$ cat config.mk
export PLATFORM = sky130hd
export DESIGN_NAME = rr_grant_encoder
export DESIGN_NICKNAME = d
export VERILOG_FILES = /design/src/rtl/rr_pkg.sv /design/src/rtl/rr_pick.sv /design/src/rtl/rr_grant_encoder.sv
export SDC_FILE = /design/constraint.sdc
export NUM_CORES = 1
export LEC_CHECK = 0
export ABC_CLOCK_PERIOD_IN_PS = 6080
export CORE_MARGIN = 8
export CORE_UTILIZATION = 45
export CTS_BUF_LIST = sky130_fd_sc_hd__clkbuf_16
export CTS_CLUSTER_DIAMETER = 50
export DETAILED_ROUTE_END_ITERATION = 8
export PLACE_DENSITY = 0.79
export SYNTH_ARGS = -nofsm -noshare
export SYNTH_HDL_FRONTEND = slang
export SYNTH_HIERARCHICAL = 1
export SYNTH_SLANG_ARGS = --single-unit
$ cat constraint.sdc
create_clock -name clk -period 6.08 [get_ports clk]
set_clock_uncertainty 0.05 [all_clocks]
set_input_delay 1.824 -clock clk [delete_from_list [all_inputs] [get_ports clk]]
set_output_delay 1.824 -clock clk [all_outputs]
set_load 0.005 [all_outputs]
$ cat src/rtl/rr_pkg.sv
// rtl/rr_pkg.sv - shared widths and state type for the round-robin grant encoder
package rr_pkg;

  localparam int N_REQ = 16;
  localparam int IDX_W = 4;

  typedef enum logic {
    IDLE  = 1'b0,
    GRANT = 1'b1
  } rr_state_e;

endpackage

$ cat src/rtl/rr_pick.sv
// rtl/rr_pick.sv - combinational rotate-and-priority-encode starting at ptr
module rr_pick #(
  parameter int N = 16,
  parameter int W = 4
) (
  input  logic [N-1:0] req,
  input  logic [W-1:0] ptr,
  output logic         any,
  output logic [W-1:0] idx
);

  logic [N-1:0] rot;
  logic [W-1:0] off;

  always_comb begin
    // Rotating right by ptr puts requester ptr at bit 0, so the lowest set bit wins.
    rot = N'({req, req} >> ptr);
    off = '0;
    for (int i = N - 1; i >= 0; i--) begin
      if (rot[i]) begin
        off = W'(i);
      end
    end
    any = |req;
    idx = off + ptr;
  end

endmodule

$ cat src/rtl/rr_grant_encoder.sv
// rtl/rr_grant_encoder.sv - round-robin arbiter emitting a registered binary grant index
module rr_grant_encoder
  import rr_pkg::*;
#(
  parameter int N = N_REQ,
  parameter int W = IDX_W
) (
  input  logic         clk,
  input  logic         rst,
  input  logic [N-1:0] req,
  input  logic         grant_ready,
  output logic         grant_valid,
  output logic [W-1:0] grant_idx,
  output logic         busy
);

  rr_state_e    state_q, state_d;
  logic [W-1:0] ptr_q, ptr_d;
  logic [W-1:0] grant_idx_q, grant_idx_d;
  logic         grant_valid_q, grant_valid_d;
  logic [W-1:0] scan_ptr;
  logic         pick_any;
  logic [W-1:0] pick_idx;

  // In GRANT the scan always starts just past the current winner, which is the
  // pointer value a handshake this cycle would commit.
  assign scan_ptr = (state_q == GRANT) ? grant_idx_q + 1'b1 : ptr_q;

  rr_pick #(
    .N(N),
    .W(W)
  ) u_pick (
    .req(req),
    .ptr(scan_ptr),
    .any(pick_any),
    .idx(pick_idx)
  );

  always_comb begin
    state_d       = state_q;
    ptr_d         = ptr_q;
    grant_idx_d   = grant_idx_q;
    grant_valid_d = grant_valid_q;
    case (state_q)
      IDLE: begin
        if (pick_any) begin
          grant_idx_d   = pick_idx;
          grant_valid_d = 1'b1;
          state_d       = GRANT;
        end
      end
      GRANT: begin
        if (grant_ready) begin
          ptr_d = grant_idx_q + 1'b1;
          if (pick_any) begin
            grant_idx_d = pick_idx;
          end else begin
            grant_valid_d = 1'b0;
            state_d       = IDLE;
          end
        end
      end
      default: begin
        state_d       = IDLE;
        grant_valid_d = 1'b0;
      end
    endcase
  end

  always_ff @(posedge clk or posedge rst) begin
    if (rst) begin
      state_q       <= IDLE;
      ptr_q         <= '0;
      grant_idx_q   <= '0;
      grant_valid_q <= 1'b0;
    end else begin
      state_q       <= state_d;
      ptr_q         <= ptr_d;
      grant_idx_q   <= grant_idx_d;
      grant_valid_q <= grant_valid_d;
    end
  end

  assign grant_valid = grant_valid_q;
  assign grant_idx   = grant_idx_q;
  assign busy        = grant_valid_q;

endmodule
After elaboration in Yosys (flattened, before gate mapping)
Cells that the tools add are included.

Add/subtract/negate cells: 2. Eq/ne operators: 3. Shift operators: 1. Multiplexer cells: 27. Bitwise gates (word level): 1. Reduce and logical (&&, ||, !) cells: 3.

Operator list (number): $mux W4 (19); $shr A32 B4 Y16 (1); $reduce_or A16 Y1 (1); $pmux W4 S2 (1); $ne A2 B2 Y1 const B (3); $mux W1 (5); $add A4 B1 Y4 const B (1); $add A4 B4 Y4 (1); $pmux W1 S2 (2); $reduce_and A3 Y1 (1); $reduce_and A2 Y1 (1); $not A1 Y1 (1).

Register bits: 10. Output and inout bits: 6. Logic and storage cells: 41.

Longest topological paths before layout
Gate-level depths: netlist (run 1).

Depth in word-level cells: 23. Depth in mapped cells: 17. Mapped depth without buffers: 15.

Modules after synthesis
The synthesis (run 1) kept the hierarchy.

By module, submodules not included: rr_pick (instances 1, cells an instance 99, area an instance 1184.9 µm², seq. area each 0.0 µm²); rr_grant_encoder (instances 1, cells an instance 43, area an instance 470.5 µm², seq. area each 250.2 µm²).

Worst setup path after synthesis (run 1)
OpenSTA, ideal clock, no wires.

Kind: input-to-reg. Start point: input port req[7]. End point: register grant_idx_q[3] (netlist: grant_idx[3]). Setup time: 125 ps. Data arrival time: 4621 ps. Setup slack: 1284 ps. Stages on the path: 12. Path buffers: 0. Cells stage by stage: mux4_1 mux4_2 or2_4 nor2_1 o21ai_1 a41oi_1 ha_1 a21o_1 a21oi_1 xnor2_1 xnor2_1 mux2_2.

Longest elaborated chain between the ends: 21. Elaborated cells between the ends (all ways): 22. Those cells by class: 1 x add/sub; 1 x shift; 19 x mux; 1 x reduce/logical.

RTL lines: start: declaration (RTL line rr_grant_encoder.sv:10) `input logic [N-1:0] req,`; $shr A32 B4 Y16 * (RTL line rr_pick.sv:17) `rot = N'({req, req} >> ptr);`; $mux W4 (15 in series) (RTL line rr_pick.sv:20) `if (rot[i]) begin`; $mux W4 * (RTL line rr_pick.sv:20); $add A4 B4 Y4 * (RTL line rr_pick.sv:25) `idx = off + ptr;`; via pick_idx[3] (RTL line rr_grant_encoder.sv:23) `logic [W-1:0] pick_idx;`; $mux W4 * (RTL line rr_grant_encoder.sv:46, rr_grant_encoder.sv:55); $mux W4 (RTL line rr_grant_encoder.sv:53) `if (grant_ready) begin`; $pmux W4 S2 * (RTL line rr_grant_encoder.sv:44) `case (state_q)`; end signal: assignment (RTL line rr_grant_encoder.sv:79) `grant_idx_q <= grant_idx_d;`; end: declaration (RTL line rr_grant_encoder.sv:19) `logic [W-1:0] grant_idx_q, grant_idx_d;`.

Mark *: on every way through the listed nets, which the timed path passes. The rest lies on a longest branch. The select of a mux whose other input is x is not followed. A chain may end at the register's enable or synchronous reset.

Worst setup path in the final report (run 1)
Start point: input port req[15]. End point: register grant_idx_q[3] (netlist: grant_idx[3]).

Same word-level chain as after synthesis.

==> impl_metrics.env, run 1 <==
export IMPL_finalSetupTns_ps=0
export IMPL_cts_tree="built"
export IMPL_path_depth=13
export IMPL_finalCriticalPeriod_ps=5390
export IMPL_antenna_diode_count=0
export IMPL_crit_slowest_cell="mux4_1"
export IMPL_io_buffers=24
export IMPL_multiInputGateArea_mm2=0.00131
export IMPL_reg2reg_depth=14
export IMPL_place_congestion=0.910
export IMPL_wirelength_um=4110
export IMPL_ys_seq_elements=10
export IMPL_post_cts_resized=0
export IMPL_clockBufferDepth=2
export IMPL_initialDrtViolationCount=52
export IMPL_clkSinkCount=10
export IMPL_vias_per_cell=6.31
export IMPL_synth_edf_count=0
export IMPL_met1Wirelength_um=1820
export IMPL_crit_family="multiplexers"
export IMPL_holdBufCountCts=0
export IMPL_synth_ff_type="dfrtp_1"
export IMPL_yosysSeqAreaShare=0.151
export IMPL_syn_to_final_growth_pct=19.9
export IMPL_overflow=0
export IMPL_routedWlPerCell_um=19.4
export IMPL_fp_coreArea_mm2=0.00361
export IMPL_crit_type="primary input to flop"
export IMPL_grt_pass1_wl_um=6660
export IMPL_cpMostUsedCell="xnor2_1"
export IMPL_holdWs_ps=443
export IMPL_root_buffer="clkbuf_16"
export IMPL_min_period_over_period=0.886
export IMPL_dpl_worst_slack_ps=440
export IMPL_postCtsSetupRepairBufs=0
export IMPL_slew_headroom=0.647
export IMPL_hold_class="flop to flop"
export IMPL_antenna_found_initial=0
export IMPL_clk_pin_slew_ps=40
export IMPL_vias=1337
export IMPL_first_pass_iters=4
export IMPL_fillers=311
export IMPL_die_h_um=76.7
export IMPL_wl_met2_um=2090
export IMPL_dieArea_mm2=0.00588
export IMPL_holdPathStages=2
export IMPL_syn_area_mm2=0.00166
export IMPL_regArea_um2=250
export IMPL_drv_slew=0
export IMPL_synth_cell_types=44
export IMPL_yosysWarnings=6
export IMPL_hold_viol_final=0
export IMPL_cp_required_ps=6150
export IMPL_die_x_um=76.7
export IMPL_wl_met3_um=137
export IMPL_syn_avg_cell_area_um2=11.7
export IMPL_cp_num_buf_inv=1
export IMPL_ant_nets=0
export IMPL_crit_path_start_kind="primary input"
export IMPL_io_pins=25
export IMPL_grt_pass1_vias=1368
export IMPL_drc=0
export IMPL_drive_gt1_frac=0.280
export IMPL_place_hpwl_um=3310
export IMPL_slowest_delay_ps=660
export IMPL_status="complete, no violations"
export IMPL_core_rowCount=22
export IMPL_worstPathArrival_ps=5460
export IMPL_highest_layer="met4"
export IMPL_syn_nets=166
export IMPL_dp_cells=208
export IMPL_rsz0062_at_grt="false"
export IMPL_numCtsBuffers=3
export IMPL_cp_max_fo=5
export IMPL_fmax_ghz=0.186
export IMPL_insertion_delay_ps=240
export IMPL_cap_violations=0
export IMPL_finalSetupViolCount=0
export IMPL_end_kind="flop"
export IMPL_track_usage=0.132
export IMPL_path_cells="clkdlybuf4s50_1 -> mux4_1 -> mux4_2 -> or2_4 -> nor2_1 -> o21ai_1 -> a41oi_1 -> ha_1 -> a21o_1 -> a21oi_1 -> xnor2_1 -> xnor2_1 -> mux2_2"
export IMPL_htreeDepth=1
export IMPL_final_nets=189
export IMPL_initial_core_util=0.459
export IMPL_netlist_instances=142
export IMPL_synth_async_reset_ratio=1.00
export IMPL_grt_max_degree=19
export IMPL_worst_pin_slew_ps=529
export IMPL_layout_cells_non_filler=212
export IMPL_layout_setup_ws_ps=692
-- worst min-delay path: cells and delay by family (launching register included) --
kind	cells	cell delay [ps]
and+or+nand+nor	1	50
AOI/OAI and AO/OA	1	60
DFF	1	340
-- path summary, 6_finish.rpt --
kind	end	start	slack (ps)
worst min-delay path	ptr_q[0]	ptr_q[0]	440
max in group asynchronous	ptr_q[1]	rst	3880
worst max-delay path	grant_idx[3]	req[15]	690
min in group asynchronous	grant_idx[0]	rst	1820
worst max register to register	grant_idx[3]	grant_idx[0]	1400
worst min register to register	ptr_q[0]	ptr_q[0]	440
-- routing by layer --
layer | up-vias | global-route usage
met4 | 0 | 0.0346
met1 | 669 | 0.159
met3 | 8 | 0.0221
met5 | - | 0
li1 | 617 | -
met2 | 43 | 0.237
-- final cells by class --
class | instances | share of cell area
Timing Repair Buffer | 27 | 0.132
Clock buffer | 3 | 0.0378
Inverter | 5 | 0.00946
Multi-Input combinational cell | 118 | 0.662
Sequential cell | 10 | 0.126
Clock inverter | 1 | 0.00189
Tap cell | 48 | 0.0303
-- registers in the layout (all words and copies together), names as in the netlist --
signal	cells
busy	1
grant_idx	4
ptr_q	4
state_q	1
-- cells in the final DEF, fill, tap and decap left out, types with 2 or more instances in the layout --
| cell type | n |
|---|---|
| nand3_1 | 3 |
| o21ai_0 | 4 |
| ha_1 | 4 |
| mux2_2 | 16 |
| clkbuf_16 | 3 |
| inv_1 | 4 |
| mux2i_1 | 11 |
| nor4_1 | 4 |
| clkdlybuf4s50_1 | 24 |
| buf_4 | 3 |
| nor2_1 | 7 |
| dfrtp_1 | 10 |
| or2_1 | 2 |
| clkinv_1 | 2 |
| mux4_2 | 16 |
| nand2b_1 | 3 |
| xor2_1 | 2 |
| a21oi_1 | 6 |
| nand2_1 | 9 |
| xnor2_1 | 3 |
| mux4_1 | 8 |
-- through the flow --
stage,instance area [um^2],util
CTS,1980,0.550
finish,1980,0.550
floorplan,1660,-
global route,1980,0.550
global placement,1910,0.528
detailed placement,1910,0.528
-- cells by family (layout without fill, tap and decap cells) --
family,count (synthesis),in the layout,share of synthesized area
muxes,51,51,0.520
xor gates and xnor gates,5,5,0.0265
and+or+nand+nor,38,38,0.127
adders and majority gates,5,5,0.0423
DFF,10,10,0.151
AOI/OAI and AO/OA,19,19,0.0779
buffers and inverters,14,36,0.0552
-- cells in the mapped netlist, types with 2 or more instances --
library cell,instances,area (um^2)
buf_2,3,15.0
mux4_1,8,210
nor4_1,4,25.0
nand3_1,3,15.0
nor2_1,7,26.3
mux2i_1,11,110
mux2_2,16,180
inv_1,4,15.0
o21ai_0,4,20.0
or2_1,2,12.5
dfrtp_1,10,250
buf_6,2,22.5
xnor2_1,3,26.3
nand2_1,9,33.8
a21oi_1,6,30.0
ha_1,4,50.1
xor2_1,2,17.5
mux4_2,16,360
nand2b_1,3,18.8
Power of run 1 is not shown: default switching activity piles up to over one toggle a cycle in this logic, so the estimate is an artifact.
==> inputs of run 2 (changes only) <==
--- a/config.mk
+++ b/config.mk
@@ -5,13 +5,13 @@
 export SDC_FILE = /design/constraint.sdc
 export NUM_CORES = 1
 export LEC_CHECK = 0
-export ABC_CLOCK_PERIOD_IN_PS = 6080
+export ABC_CLOCK_PERIOD_IN_PS = 4450
 export CORE_MARGIN = 8
 export CORE_UTILIZATION = 45
 export CTS_BUF_LIST = sky130_fd_sc_hd__clkbuf_16
 export CTS_CLUSTER_DIAMETER = 50
 export DETAILED_ROUTE_END_ITERATION = 8
-export PLACE_DENSITY = 0.79
+export PLACE_DENSITY = 0.82
 export SYNTH_ARGS = -nofsm -noshare
 export SYNTH_HDL_FRONTEND = slang
 export SYNTH_HIERARCHICAL = 1
==> constraint.sdc (replaced) <==
create_clock -name clk -period 4.45 [get_ports clk]
set_clock_uncertainty 0.05 [all_clocks]
set_input_delay 1.335 -clock clk [delete_from_list [all_inputs] [get_ports clk]]
set_output_delay 1.335 -clock clk [all_outputs]
set_load 0.005 [all_outputs]
==> run 2 against run 1 <==
- register-to-register slack got worse by 1100 ps
- hold slack improved by 5.5 ps
- non-clock buffer count increased by 46
- routed wire length increased by 16%
- sequential share of layout area decreased by 1.8 points
- cell count increased by 21%
- global-route usage increased by 2.9 points
- count of clock-buffer cells in the layout unchanged
- utilization increased by 9.3 points
- critical path type unchanged
==> impl_metrics.env, run 2 (synthesis results as in run 1) <==
export IMPL_status="complete, no violations"
export IMPL_drive_gt1_frac=0.589
export IMPL_syn_to_final_growth_pct=40.1
export IMPL_fmax_ghz=0.231
export IMPL_layout_cells_non_filler=257
export IMPL_crit_slowest_cell="mux4_2"
export IMPL_r2r_setup_slack_ps=320
export IMPL_overflow=0
export IMPL_worst_pin_slew_ps=391
export IMPL_clk_pin_slew_ps=40
export IMPL_root_buffer="clkbuf_16"
export IMPL_dp_cells=251
export IMPL_place_congestion=0.855
export IMPL_finalCriticalPeriod_ps=4330
export IMPL_post_route_cell_area_mm2=0.00232
export IMPL_grt_pass1_vias=1642
export IMPL_cp_required_ps=4520
export IMPL_path_cells="clkdlybuf4s15_1 -> mux4_2 -> mux4_2 -> or2_1 -> nor2_1 -> o21ai_2 -> a41oi_2 -> ha_1 -> a21o_1 -> a21oi_2 -> xnor2_1 -> xnor2_1 -> mux2_4"
export IMPL_slowest_delay_ps=530
export IMPL_place_hpwl_um=3740
export IMPL_holdWs_ps=448
export IMPL_layout_commonest_cell="buf_4"
export IMPL_cap_violations=0
export IMPL_placed_cell_area_mm2=0.00223
export IMPL_initial_core_util=0.459
export IMPL_routedWlPerCell_um=18.6
export IMPL_cp_max_fo=4
export IMPL_htreeDepth=1
export IMPL_core_rowCount=22
export IMPL_antenna_found_initial=0
export IMPL_finalSetupViolCount=0
export IMPL_crit_type="primary input to flop"
export IMPL_min_period_over_period=0.973
export IMPL_ant_nets=0
export IMPL_hold_class="flop to flop"
export IMPL_end_kind="flop"
export IMPL_clkSinkCount=10
export IMPL_grt_max_degree=17
export IMPL_die_x_um=76.7
export IMPL_cts_tree="built"
export IMPL_initialDrtViolationCount=84
export IMPL_post_route_util=0.643
export IMPL_worstPathArrival_ps=4400
export IMPL_die_h_um=76.7
export IMPL_track_usage=0.161
export IMPL_io_buffers=24
export IMPL_drv_slew=0
export IMPL_slew_headroom=0.739
export IMPL_clockBufferDepth=2
export IMPL_fp_coreArea_mm2=0.00361
export IMPL_vias=1529
export IMPL_final_cell_mix="49 x buf_4, 24 x mux4_2, 13 x mux2_2"
export IMPL_crit_family="multiplexers"
export IMPL_crit_path_start_kind="primary input"
export IMPL_hold_viol_final=0
export IMPL_first_pass_iters=4
export IMPL_final_nets=235
export IMPL_vias_per_cell=5.95
export IMPL_wirelength_um=4780
export IMPL_dieArea_mm2=0.00588
export IMPL_antenna_diode_count=0
export IMPL_io_pins=25
export IMPL_insertion_delay_ps=240
export IMPL_numCtsBuffers=3
export IMPL_drc=0
export IMPL_cp_num_buf_inv=1
export IMPL_grt_pass1_wl_um=7890
-- run 2: changes by cell type in the layout (fill, tap and decap cells not counted), sizes merged --
cell / delta
clkdlybuf4s15: +7
clkdlybuf4s50: -16
buf: +46
clkinv: -1
clkbuf: +9
-- run 2: final timing paths --
check	startpoint	end	depth (start not counted)
max	req[3]	grant_idx[3]	13
min reg2reg	ptr_q[0]	ptr_q[0]	2
min	ptr_q[0]	ptr_q[0]	2
max reg2reg	grant_idx[1]	grant_idx[3]	14
min in group asynchronous	rst	grant_idx[2]	2
max in group asynchronous	rst	ptr_q[1]	2
-- run 2: through the flow --
stage	setup TNS, ps	setup WS (ps)
after floorplan	0	143
after global placement	-1040	-388
after detailed placement	-1300	-521
after CTS	0	56.8
after global routing	-1.17	-1.17
final	0	122
-- run 2: layer usage --
| layer | routed length, um | track usage | share of wire | up-vias |
|---|---|---|---|---|
| li1 | - | - | - | 698 |
| met1 | 2000 | 0.195 | 0.42 | 756 |
| met4 | 115 | 0.0596 | 0.024 | 0 |
| met2 | 2430 | 0.278 | 0.51 | 63 |
| met5 | 0 | 0 | 0 | - |
| met3 | 238 | 0.0291 | 0.050 | 12 |
-- run 2: tightest hold or removal path, stage by stage (launching register included) --
cell and delay, ps:
dfrtp_1 340, nand2_1 50, o21ai_0 60
-- run 2: layout make-up --
cell class / instances / area, um^2
timing repair buffer: 73 / 563
multi-input combinational: 118 / 1350
clock buffer: 3 / 75.1
fill: 280 / 1290
inverter: 5 / 18.8
sequential: 10 / 250
tap: 48 / 60.1
-- run 2: repair_timing --
| action | CTS | global route |
|---|---|---|
| pin swaps | 5 | 8 |
| buffers inserted | 1 | 2 |
| gates resized for setup | 34 | 34 |
| hold buffers | 0 | 0 |
| setup endpoints to repair | 3 | 1 |
Power of run 2 is left out for the same reason.
